`src/rtl/fpu_shift_pkg.sv`:
```
// Shared types and encodings for the FP add/sub shifter sequencer.
package fpu_shift_pkg;

    typedef enum logic [2:0] {
        ST_IDLE     = 3'd0,
        ST_ALIGN    = 3'd1,
        ST_ADD_WAIT = 3'd2,
        ST_NORM     = 3'd3,
        ST_DONE     = 3'd4
    } state_t;

    localparam logic DIR_LEFT    = 1'b1;
    localparam logic DIR_RIGHT   = 1'b0;
    localparam logic SEL_OPERAND = 1'b0;
    localparam logic SEL_RESULT  = 1'b1;

endpackage

```
`src/rtl/shift_amount_sat.sv`:
```
// Narrows an exponent difference to the shifter amount width, saturating at all-ones
// so any difference at or beyond the significand width still shifts everything out.
module shift_amount_sat #(
    parameter int EW  = 8,
    parameter int EWR = 5
) (
    input  logic [EW-1:0]  diff,
    output logic [EWR-1:0] amount
);

    logic [EW-1:0] high_part;

    assign high_part = diff >> EWR;
    assign amount    = (|high_part) ? {EWR{1'b1}} : diff[EWR-1:0];

endmodule

```
`src/rtl/fpu_shift_sequencer.sv`:
```
// Time-shares one registered barrel shifter between operand alignment and result
// normalisation in the FP add/sub datapath.
//
// state    | meaning
// ---------+-----------------------------------------------------------
// IDLE     | waiting for start_i, shifter controls all 0
// ALIGN    | right-shift smaller operand by saturated exponent difference
// ADD_WAIT | shifter idle, waiting for the adder result
// NORM     | normalise adder result (right 1 on carry, else left by lzd)
// DONE     | one-cycle completion pulse with zero status
module fpu_shift_sequencer
    import fpu_shift_pkg::*;
#(
    parameter int SWR = 26,
    parameter int EWR = 5,
    parameter int EW  = 8
) (
    input  logic           clk,
    input  logic           rst,
    input  logic           start_i,
    input  logic [EW-1:0]  exp_diff_i,
    input  logic           add_done_i,
    input  logic           add_ovf_i,
    input  logic [EWR:0]   lzd_count_i,
    output logic           busy_o,
    output logic           done_o,
    output logic           zero_o,
    output logic           bs_load_o,
    output logic [EWR-1:0] bs_shift_value_o,
    output logic           bs_left_right_o,
    output logic           bs_bit_shift_o,
    output logic           bs_data_sel_o
);

    localparam logic [EWR:0] SWR_W = (EWR+1)'(SWR);

    state_t         state;
    state_t         state_next;
    logic [EW-1:0]  diff_q;
    logic           ovf_q;
    logic [EWR:0]   lzd_q;
    logic [EWR-1:0] align_amount;
    logic           result_zero;

    shift_amount_sat #(
        .EW  (EW),
        .EWR (EWR)
    ) u_sat (
        .diff   (diff_q),
        .amount (align_amount)
    );

    // Carry-out takes priority: a carried sum is never zero.
    assign result_zero = !ovf_q && (lzd_q >= SWR_W);

    always_ff @(posedge clk or posedge rst) begin
        if (rst) begin
            state  <= ST_IDLE;
            diff_q <= '0;
            ovf_q  <= 1'b0;
            lzd_q  <= '0;
        end else begin
            state <= state_next;
            if (state == ST_IDLE && start_i) begin
                diff_q <= exp_diff_i;
            end
            if (state == ST_ADD_WAIT && add_done_i) begin
                ovf_q <= add_ovf_i;
                lzd_q <= lzd_count_i;
            end
        end
    end

    always_comb begin
        state_next       = state;
        done_o           = 1'b0;
        zero_o           = 1'b0;
        bs_load_o        = 1'b0;
        bs_shift_value_o = '0;
        bs_left_right_o  = DIR_RIGHT;
        bs_data_sel_o    = SEL_OPERAND;
        case (state)
            ST_IDLE: begin
                if (start_i) begin
                    state_next = ST_ALIGN;
                end
            end
            ST_ALIGN: begin
                bs_load_o        = 1'b1;
                bs_shift_value_o = align_amount;
                bs_left_right_o  = DIR_RIGHT;
                bs_data_sel_o    = SEL_OPERAND;
                state_next       = ST_ADD_WAIT;
            end
            ST_ADD_WAIT: begin
                if (add_done_i) begin
                    state_next = ST_NORM;
                end
            end
            ST_NORM: begin
                bs_load_o     = 1'b1;
                bs_data_sel_o = SEL_RESULT;
                if (ovf_q) begin
                    bs_shift_value_o = EWR'(1);
                    bs_left_right_o  = DIR_RIGHT;
                end else if (result_zero) begin
                    bs_shift_value_o = '0;
                    bs_left_right_o  = DIR_LEFT;
                end else begin
                    bs_shift_value_o = lzd_q[EWR-1:0];
                    bs_left_right_o  = DIR_LEFT;
                end
                state_next = ST_DONE;
            end
            ST_DONE: begin
                done_o     = 1'b1;
                zero_o     = result_zero;
                state_next = ST_IDLE;
            end
            default: begin
                state_next = ST_IDLE;
            end
        endcase
    end

    assign busy_o         = (state != ST_IDLE);
    assign bs_bit_shift_o = 1'b0;

endmodule

```
`config.mk`:
```
export PLATFORM = sky130hd
export DESIGN_NAME = fpu_shift_sequencer
export DESIGN_NICKNAME = d
export VERILOG_FILES = /design/src/rtl/fpu_shift_pkg.sv /design/src/rtl/shift_amount_sat.sv /design/src/rtl/fpu_shift_sequencer.sv
export SDC_FILE = /design/constraint.sdc
export NUM_CORES = 1
export LEC_CHECK = 0
export ABC_AREA = 0
export CORE_UTILIZATION = 53
export CTS_CLUSTER_DIAMETER = 50
export DETAILED_ROUTE_END_ITERATION = 7
export DONT_BUFFER_PORTS = 1
export PLACE_DENSITY = 0.8
export SYNTH_ARGS = -nofsm -noshare
export SYNTH_HDL_FRONTEND = slang
export SYNTH_SLANG_ARGS = --single-unit
```
`constraint.sdc`:
```
create_clock -name clk -period 1.4 [get_ports clk]
set_input_delay 0.21 -clock clk [delete_from_list [all_inputs] [get_ports clk]]
set_output_delay 0.21 -clock clk [all_outputs]
set_load 0.005 [all_outputs]
```
==> impl_results.md <==
- Max Buffers Root-to-Sink: 2
- Post-layout min period: 1.728 ns
- Clk root buf: clkbuf_4
- Max-Slew Margin vs Limit: between 50% and 60%
- Post-DR wirelength/cell: ~18 um
- Vias in the first global route: 691
- Worst vdd ir: ~0.0013 V
- Post-DRT Antenna Nets: 0
- Syn Std Cell Area: roughly 870 sq um
- First-pass GRT wire length: about 3200 um
- Max-Cap Viols: 0
- Leak: 0.5307 nW
- Fin. Hold Viols: 0
- Fmax: approximately 0.58 GHz
- Hold Path Class: in2reg
- Top post-synthesis cells by area: dfrtp_1 (52%), mux2_2 (19%), o21ai_0 (4.0%), a21oi_1 (2.3%), nor2_8 (2.3%)
- Sequential share of power: between 30 and 40%
- Post-DP HPWL: around 1200 um
- Pre-CTS WS: -0.1430 ns
- Seq/Total Area, Yosys: slightly above 50%
- Yosys top cell area share: between 50% and 60%
- Tot GR Track Use: 24.82%
- Core Area: 1524 sq um
- Worst slew pin tran: around 0.66 ns
- RSZ-0062 raised after global routing: true
- Area of the multi-input gates: between 500 and 600 sq um
- Setup crit end kind: output port
- Fin. max-slew vios: 0
- Failing checks: setup timing
- Post-Syn Area per Cell: about 11 sq um
- Mapped Cells: 76
- Site Rows: 14
- Largest net degree at the start of global routing: 19
- Setup slack after layout: -0.3282 ns
- Register area: 450.4 sq um
- Area delta synth->final: 31.90%
- CP Data Required Time: between 1 and 1.5 ns
- Worst-Skew Late Latency: a little under 0.3 ns
- Clock skew: slightly above 0.002 ns
- Clk sinks: 18
- Port Buffers: 0
- Grt ovf: 0
- Via Count: around 660
- Synth area leader: dfrtp_1
- CP max stage delay: 0.58 ns
- Synth Warn #: 0
- Initial core utilization: 57.14%
- DIE AREA: 1809 sq um
- Cts bufs inserted: 3
- Critical Path Source Type: flip-flop
- Worst-path fanout max: 5
- Clock share of power: 9.0%
- Arr. time, crit path: between 1.5 and 2 ns
- Worst Setup Path Type: reg2out
- Num ports: 31
- Detailed Route WL: a little under 2000 um
- Antenna cells: 0
- CTS tree: built
- Worst path slowest cell: or4_4
- Total Power: 0.002767 W
- DRC viols: 0
- Switching part of the total power: between 30% and 40%
- Finish-stage setup viols: 27
- Flops & latches, synth: 18
- Chip width: around 43 um
- Layout net count: between 100 and 150
- Layout cells sized above 1: between 50% and 60%
- Cells after DPL: a little under 100
- Distinct cell type count after synthesis: 24
- Detailed-route vias per instance: between 6 and 7
- Gp weighted congestion: about 0.78
- Number of antenna violations at the first check in global routing: 0
- Syn nets: between 90 and 100
- H-tree depth: 1
- Pwr dens: approximately 2400 nW/um^2
- Post-route insts no fill: approximately 110
- Internal: 0.001758 W
- Final Cycle Share: 123.4%
- Reported net switching power: a little over 0.001 W
- Fill count: 98
- Initial DRC Count: 18
- Reg clk slew, reported paths: ~0.090 ns
- Pre-antenna DRT Iters: 4
- CP Cell Sequence: or4_4, o21ai_2, a21oi_1
- Die H: between 40 and 50 um
- Status: finished, violations left
- Logic gate share of total power: a little over half
## routing by layer
metal / up-vias / share of wire [%] / global-route usage [%]
met2: 28 / 49 / 39.69
li1: 298 / - / -
met3: 9 / 5.7 / 4.741
met4: 0 / 3.6 / 11.88
met5: - / 0 / 0
met1: 329 / 41 / 32.46
## cell type report
cell class	instances	area share, %
Multi-Input combinational cell	52	43.79
Sequential cell	18	39.22
Timing Repair Buffer	15	11.98
Clock buffer	3	1.961
Tap cell	16	1.743
Inverter	4	1.307
## worst paths after layout
check                          startpoint                   to  slack, ns  cells past startpoint
setup / recovery                 state[1]  bs_shift_value_o[4]      -0.33                      3
hold / removal             lzd_count_i[4]             lzd_q[4]       0.05                      1
setup reg to reg                 state[1]            diff_q[5]      -0.27                      5
hold reg to reg                  lzd_q[0]             lzd_q[0]       0.52                      1
max in group asynchronous             rst            diff_q[3]       0.55                      2
min in group asynchronous             rst             lzd_q[2]       0.43                      2
## power groups by stage
stage / logic (W) / registers [W] / clock network (W)
3_5_place_dp: 0.00101 / 0.000989 / 0
4_1_cts: 0.00133 / 0.000983 / 0.000253
6_report: 0.00151 / 0.00100 / 0.000250
5_1_grt: 0.00164 / 0.00104 / 0.000273
3_3_place_gp: 0.000969 / 0.000973 / 0
2_1_floorplan: 0.000720 / 0.000939 / 0
## flip-flops by register name (all words and copies together), names as in the netlist
register	count
state	3
diff_q	8
lzd_q	6
ovf_q	1
## cells by family after synthesis
logic type / Yosys count / share of synthesized area [%]
mux: 15 / 19.40
compound gates: 14 / 8.765
other cells: 1 / 0.4306
buf+inv: 7 / 3.448
xor+xnor: 1 / 1.006
flops: 18 / 51.72
simple gates: 20 / 15.23
## cell usage after synthesis, drive strengths merged
cell type,instances
o211ai,1
and3,2
clkbuf,2
a211oi,1
conb,1
or2,1
or3,1
and2b,1
nand2,4
dfrtp,18
nor3b,1
a21oi,4
nor2,3
and2,2
a31oi,1
or4,1
inv,4
buf,1
nor3,1
o21ai,7
nand3,3
mux2,15
xnor2,1
## placed cells by master, fill, tap and decap left out, types with 2 or more instances in the layout
cell / Yosys / routed
a21oi_1: 4 / 3
buf_4: 1 / 8
buf_6: 0 / 6
clkbuf_4: 0 / 3
dfrtp_1: 18 / 18
inv_1: 4 / 4
mux2_4: 0 / 14
nand2_1: 4 / 3
nand3_1: 3 / 3
nor2_1: 2 / 2
o21ai_0: 7 / 2
o21ai_1: 0 / 2
o21ai_2: 0 / 3
## critical path: cells and delay by family (launching register included)
| kind | cells | cell delay [ns] |
|---|---|---|
| simple gates | 1 | 0.58 |
| flops | 1 | 0.41 |
| compound gates | 2 | 0.24 |
## per-stage QoR
stage	TNS, ns	hold slack, ns	utilization (%)	area, sq um
2_1_floorplan	-0.2340	0.1486	-	870.8
5_1_grt	-6.224	0.05224	75.37	1149
3_5_place_dp	-1.059	0.2244	61.90	943.4
6_report	-5.161	0.05404	75.37	1149
4_1_cts	-3.694	0.05673	71.43	1089
3_3_place_gp	-0.4129	0.2095	61.90	943.4
## repair_timing
action,CTS,global route
hold buffers,1,0
cloned,1,0
hold endpoints to repair,18,0
resized for setup,26,13
pin swaps,3,5
buffers inserted,3,3
setup endpoints to repair,19,27
Note: power is estimated with default switching activity, not from simulation.
